File: config.mk
export PLATFORM = sky130hd
export DESIGN_NAME = button_conditioner
export DESIGN_NICKNAME = d
export VERILOG_FILES = /design/src/rtl/button_conditioner.sv
export SDC_FILE = /design/constraint.sdc
export NUM_CORES = 1
export LEC_CHECK = 0
export ABC_CLOCK_PERIOD_IN_PS = 1900
export BUFFER_PORTS_ARGS = -buffer_cell sky130_fd_sc_hd__buf_4
export CAP_MARGIN = 15
export CORE_AREA = 3 3 88 90
export CTS_BUF_LIST = sky130_fd_sc_hd__clkbuf_2 sky130_fd_sc_hd__clkbuf_4 sky130_fd_sc_hd__clkbuf_8
export CTS_CLUSTER_DIAMETER = 150
export DETAILED_ROUTE_END_ITERATION = 10
export DIE_AREA = 0 0 91 93
export SYNTH_ARGS = -nofsm -noshare
export SYNTH_HDL_FRONTEND = slang
export SYNTH_SLANG_ARGS = --single-unit
File: constraint.sdc
create_clock -name CLK -period 1.9 [get_ports CLK]
set_clock_uncertainty 0.05 [all_clocks]
set_input_delay 0.285 -clock CLK [delete_from_list [all_inputs] [get_ports CLK]]
set_output_delay 0.285 -clock CLK [all_outputs]
set_load 0.1 [all_outputs]
File: src/rtl/button_conditioner.sv
// rtl/button_conditioner.sv - per-button 2-flop sync, stability-counter debounce, level and press pulse
// Define BUTTON_AUTOREPEAT_EN to add held-button auto-repeat pulses on BTN_PULSE.
module button_conditioner #(
  parameter int N_BUTTONS       = 3,
  parameter int DEBOUNCE_CYCLES = 1000000,
  parameter int CNT_WIDTH       = 20,
  parameter int REPEAT_DELAY    = 50000000,
  parameter int REPEAT_PERIOD   = 10000000,
  parameter int RPT_WIDTH       = 26
) (
  input  logic                 CLK,
  input  logic                 RESET,
  input  logic [N_BUTTONS-1:0] BUTTONS_RAW,
  output logic [N_BUTTONS-1:0] BTN_LEVEL,
  output logic [N_BUTTONS-1:0] BTN_PULSE
);

  localparam logic [CNT_WIDTH-1:0] CNT_LAST = CNT_WIDTH'(DEBOUNCE_CYCLES - 1);

  logic [N_BUTTONS-1:0] r_sync1;
  logic [N_BUTTONS-1:0] r_sync2;

  always_ff @(posedge CLK) begin
    if (RESET) begin
      r_sync1 <= '0;
      r_sync2 <= '0;
    end else begin
      r_sync1 <= BUTTONS_RAW;
      r_sync2 <= r_sync1;
    end
  end

  for (genvar gi = 0; gi < N_BUTTONS; gi++) begin : g_ch
    logic [CNT_WIDTH-1:0] r_cnt;
    logic                 r_level;
    logic                 r_pulse;
    logic                 w_accept;
    logic                 w_rise;
    logic                 w_fall;
    logic                 w_rpt_fire;

    // A level change is accepted only on the cycle the counter completes.
    assign w_accept = (r_sync2[gi] != r_level) && (r_cnt == CNT_LAST);
    assign w_rise   = w_accept && !r_level;
    assign w_fall   = w_accept && r_level;

    always_ff @(posedge CLK) begin
      if (RESET) begin
        r_cnt   <= '0;
        r_level <= 1'b0;
        r_pulse <= 1'b0;
      end else begin
        if (r_sync2[gi] == r_level) begin
          r_cnt <= '0;
        end else if (r_cnt == CNT_LAST) begin
          r_level <= r_sync2[gi];
          r_cnt   <= '0;
        end else begin
          r_cnt <= r_cnt + 1'b1;
        end
        r_pulse <= w_rise | w_rpt_fire;
      end
    end

`ifdef BUTTON_AUTOREPEAT_EN
    localparam logic [RPT_WIDTH-1:0] RPT_FIRE   = RPT_WIDTH'(REPEAT_DELAY - 1);
    localparam logic [RPT_WIDTH-1:0] RPT_RELOAD = RPT_WIDTH'(REPEAT_DELAY - REPEAT_PERIOD);

    logic [RPT_WIDTH-1:0] r_rpt;

    // Reloading to DELAY-PERIOD reuses one compare for the first and later repeats.
    assign w_rpt_fire = r_level && !w_fall && (r_rpt == RPT_FIRE);

    always_ff @(posedge CLK) begin
      if (RESET || w_rise || w_fall || !r_level) begin
        r_rpt <= '0;
      end else if (w_rpt_fire) begin
        r_rpt <= RPT_RELOAD;
      end else begin
        r_rpt <= r_rpt + 1'b1;
      end
    end
`else
    logic w_unused_rpt;
    assign w_unused_rpt = (REPEAT_DELAY > 0) ^ (REPEAT_PERIOD > 0) ^ (RPT_WIDTH > 0);
    assign w_rpt_fire   = 1'b0;
`endif

    assign BTN_LEVEL[gi] = r_level;
    assign BTN_PULSE[gi] = r_pulse;
  end

endmodule
== Word level (Yosys, flattened, before mapping) ==
Index checks and enable logic that the tools add are counted.
Storage, ports and cells
  flip-flop bits (word level): 72
  output and inout port bits: 6
  word-level logic and storage cells: 41
  bits of input ports: 5
Cells by class
  add/sub/neg operators: 3
  equal/unequal tests: 9
  bitwise operators: 3
  reductions and logical operators: 15
Operators by type and width (number)
  $add A20 B1 Y20 const B: 3
  $eq A20 B20 Y1 const B: 3
  $reduce_or A3 Y1: 3
  $logic_and A1 B1 Y1: 6
  $reduce_and A2 Y1: 3
  $eq A1 B1 Y1: 3
  $logic_not A1 Y1: 3
  $ne A1 B1 Y1: 3
  $not A1 Y1: 3

== Depth between registers and ports, before layout ==
  word-level depth: 3
  gate-level depth with buffers: 6
  depth with buffers taken out: 5

== Worst setup path before layout ==
OpenSTA, ideal clock, no wires.
  path kind: flip-flop to flip-flop
  start: register g_ch[1].r_cnt[10]
  end: register g_ch[1].r_cnt[2]
  cell stages (with the launch flop): 6
  arrival: 1751 ps
  data required time: 1733 ps
  setup time: 117 ps
  period minus slack after synthesis: 1918 ps
  buffers on the path: 1
  setup slack: -18 ps
  path through: dfxtp_1 -> or4b_1 -> or4_4 -> o21ai_1 -> buf_2 -> nor2_1
On the way
  cells in the longest elaborated chain, start to end: 2
Ends and longest elaborated chain
  start, declared: RTL line 34  | logic [CNT_WIDTH-1:0] r_cnt;
  start signal, assigned: RTL line 59  | r_cnt <= r_cnt + 1'b1;
  $eq A20 B20 Y1: RTL line 55  | end else if (r_cnt == CNT_LAST) begin
  $reduce_or A3 Y1 (no line)
Every way passes these cells.
A chain may end at the register's enable or synchronous reset.

== Final worst setup path ==
  start: register g_ch[1].r_cnt[13]
  end: register g_ch[1].r_cnt[18]
On the way
  cells in the longest elaborated chain, start to end: 2
  elaborated cells between the ends (all ways): 3
  classes of those cells: add/sub: 1; eq/ne: 1; reduce/logical: 1
Ends and longest elaborated chain
  branches (longest 2 deep; another with $add A20 B1 Y20)
Parallel ways; which one is timed is not known.

==> key figures <==
Cells and area
  • N_diodes: 0
  • Utilization after layout: between 50 and 60%
  • Most common cell after layout, fill and taps aside: dfxtp_1
  • Nets: 413
  • Filler Cell Count: ~660
  • Synthesis-to-finish area growth: 21.1%
  • Ratio of cells with drive above 1 in the final layout: between 10% and 20%
  • Post-route cell area: 0.00381 sq mm
  • Most frequent cells in the layout: dfxtp_1 (71), nor2_1 (45), buf_4 (45)

STA
  • Final hold viol count: 0
  • Final Max Slew Viols: 0
  • # setup viols final: 21
  • Unrepaired setup endpoints after global routing: true
  • Min cycle time layout: about 2000 ps
  • Fmax: just over 0.5 GHz
  • Final Cycle Share: 104%
  • Fin Hold WS: between 100 and 150 ps
  • Slew headroom: a little over 70%
  • PnR worst setup slack: -76.6 ps
  • Worst slew pin tran: ~440 ps

Global route
  • Remaining global-route overflow: 0
  • Antenna violations before repair: 0
  • First-pass GRT wire length: between 10 and 15 mm
  • Largest net degree at the start of global routing: 17
  • All-Layer GR Usage: between 10% and 20%
  • Vias in the first global route: 2462

Clocking
  • Cts bufs inserted: 9
  • Root Buffer: clkbuf_8
  • Clk_lat worst skew: between 300 and 400 ps
  • CTS tree: yes
  • Clock Pin Slew Worst Setup and Hold Paths: approximately 80 ps
  • Post-CTS Setup Bufs: 0
  • H-tree depth: 3
  • Clk sinks: 72
  • CTS max path bufs: 2

Routing
  • DRT Pass-1 Iters: 4
  • First-iteration detailed-routing DRC count: 80
  • DRT antenna net count: 0
  • WL per Instance: between 10 and 15 um
  • DR vias/cell: 5.18
  • DRC viols: 0
  • Post-Route WL: roughly 6.3 mm
  • Vias: ~2600

Power and ir drop
  • Maximum VDD drop: 0.411 mV
  • Power, Total: about 2.9 mW
  • Leak: approximately 1.2 nW
  • Pwr Density: about 770 mW/mm^2

Setup path
  • Delay-heaviest family, CP: simple AND/OR/NAND/NOR gates
  • Critical Path Start Type: flip-flop
  • Critical path fanouts, max: 5
  • Critical path capture point type: flip-flop
  • CP cell instances: or4bb_1, or4_4, o21ai_4, buf_4, a21oi_1
  • WS Path Type: reg -> reg
  • Slowest stage cell on the critical path: or4_4
  • Critical Path RT: between 2000 and 2500 ps
  • CP Buf/Inv Count: 1
  • Critical path's largest stage delay: about 580 ps
  • Worst Path Arrival: roughly 2200 ps

Logic synthesis
  • Post-synthesis simple-gate area fraction: between 20% and 30%
  • Cells after Synth: 363
  • Post-Syn Area per Cell: about 8.7 sq um
  • Top post-synthesis cells by area: dfxtp_1 (46%), nor2_1 (5.4%), xnor2_1 (5.3%), xor2_1 (4.7%), a21oi_1 (3.8%)
  • XOR/XNOR Fraction of Synth Area: about 10%
  • Largest family of logic cells by synthesized area: simple AND/OR/NAND/NOR gates
  • Synth area leader: dfxtp_1
  • Adder-cell area share of the yosys netlist: approximately 1.2%
  • Mapped cell area: between 0.003 and 0.004 sq mm
  • Synth Register Bits: 72
  • Share of the synthesized area in the top cell type: about 46%
  • Post-synthesis mux area share: 0%
  • Predominant post-synthesis flop cell: dfxtp_1
  • Number of enable flip-flop cells after synthesis: 0
  • Sequential area share after synthesis: a little under half
  • Async SR Flop Fraction: 0%
  • Synth unique cells: 30
  • Syn_nets: roughly 370
  • Ys Warns: 0
  • Synth Area in Compound Gates: under 10%

Die
  • Die Wd: approximately 90 um
  • Die Span Y: 93 um
  • Die ar.: 0.00846 sq mm
  • Initial core utilization: approximately 44%
  • Row cnt: 31
  • Area of the core: slightly above 0.007 sq mm
  • # IOs: 11

Flow run
  • # Max-Cap Violations: 0

Placed design
  • DP Wirelength: ~4.4 mm
  • Place WS: -79.8 ps
  • Routability Congestion: about 0.75
  • Placed cell areas: 0.00353 sq mm
  • # port buffers: 10

Worst hold path
  • Worst min path class: in -> reg

Outcome
  • Failing checks: setup timing
  • Outcome: complete, but fails checks
==> power breakdown <==
part | internal [mW] | switching, mW | total [mW]
combinational | 0.0190 | 0.0225 | 0.0416
sequential | 1.52 | 0.00386 | 1.52
clock | 0.788 | 0.577 | 1.36
==> metrics by stage <==
step / instances / TNS [ps]
after floorplan: 363 / -15.8
after global placement: 492 / -492
after detailed placement: 492 / -1320
after CTS: 509 / -990
after global routing: 509 / -2290
final: 509 / -1240
==> metal layers <==
| metal | GRT usage, % | routed length (um) | vias up |
|---|---|---|---|
| met5 | 0 | 0 | - |
| met4 | 7.91 | 133 | 0 |
| met3 | 2.98 | 144 | 11 |
| met2 | 25.1 | 2780 | 30 |
| met1 | 21.3 | 3250 | 1231 |
| li1 | - | - | 1367 |
==> cells in the mapped netlist, types with 11 or more instances <==
master and count:
dfxtp_1 72, nor2_1 45, nand2_1 26, a21oi_1 24, nand3_1 20, xnor2_1 19
xor2_1 17, or3_1 15, o21ai_0 13, or4_1 13, inv_1 12, nand4_1 12
o31ai_1 11
==> registers in the layout (all words and copies together), names as in the netlist <==
| signal | count |
|---|---|
| g_ch.r_level | 3 |
| g_ch.r_pulse | 3 |
| g_ch.r_cnt | 60 |
| r_sync2 | 3 |
| r_sync1 | 3 |
==> logic make-up (layout without fill, tap and decap cells) <==
| family | after synthesis | in the layout |
|---|---|---|
| adder cells (fa/ha/maj) | 3 | 3 |
| AND/OR/NAND/NOR | 174 | 174 |
| buffers and inverters | 28 | 75 |
| AO/OA/AOI/OAI | 50 | 50 |
| XOR/XNOR | 36 | 36 |
| flip-flops | 72 | 72 |
==> final cells by class <==
type	instances	area [sq um]	area share, %
repair buffers	47	360	9.46
flip-flops and latches	72	1440	37.9
clock inverters	5	80.1	2.10
inverters	12	45.0	1.18
well taps	99	124	3.25
clock buffers	11	145	3.81
multi-input cells	263	1610	42.3
==> repair_timing <==
action,in CTS,in global routing
endpoints found under the hold margin,0,0
hold buffers,0,0
endpoints found under the setup margin,21,31
gates cloned,1,0
resized for setup,6,8
==> final timing paths <==
| kind | startpoint | endpoint | slack [ps] | cells past startpoint |
|---|---|---|---|---|
| worst max-delay path | g_ch[1].r_cnt[13] | g_ch[1].r_cnt[18] | -80 | 5 |
| worst min-delay path | BUTTONS_RAW[2] | r_sync1[2] | 110 | 2 |
| worst max register to register | g_ch[1].r_cnt[13] | g_ch[1].r_cnt[18] | -80 | 5 |
| worst min register to register | r_sync1[0] | r_sync2[0] | 390 | 1 |
(Power assumes the default switching activity.)
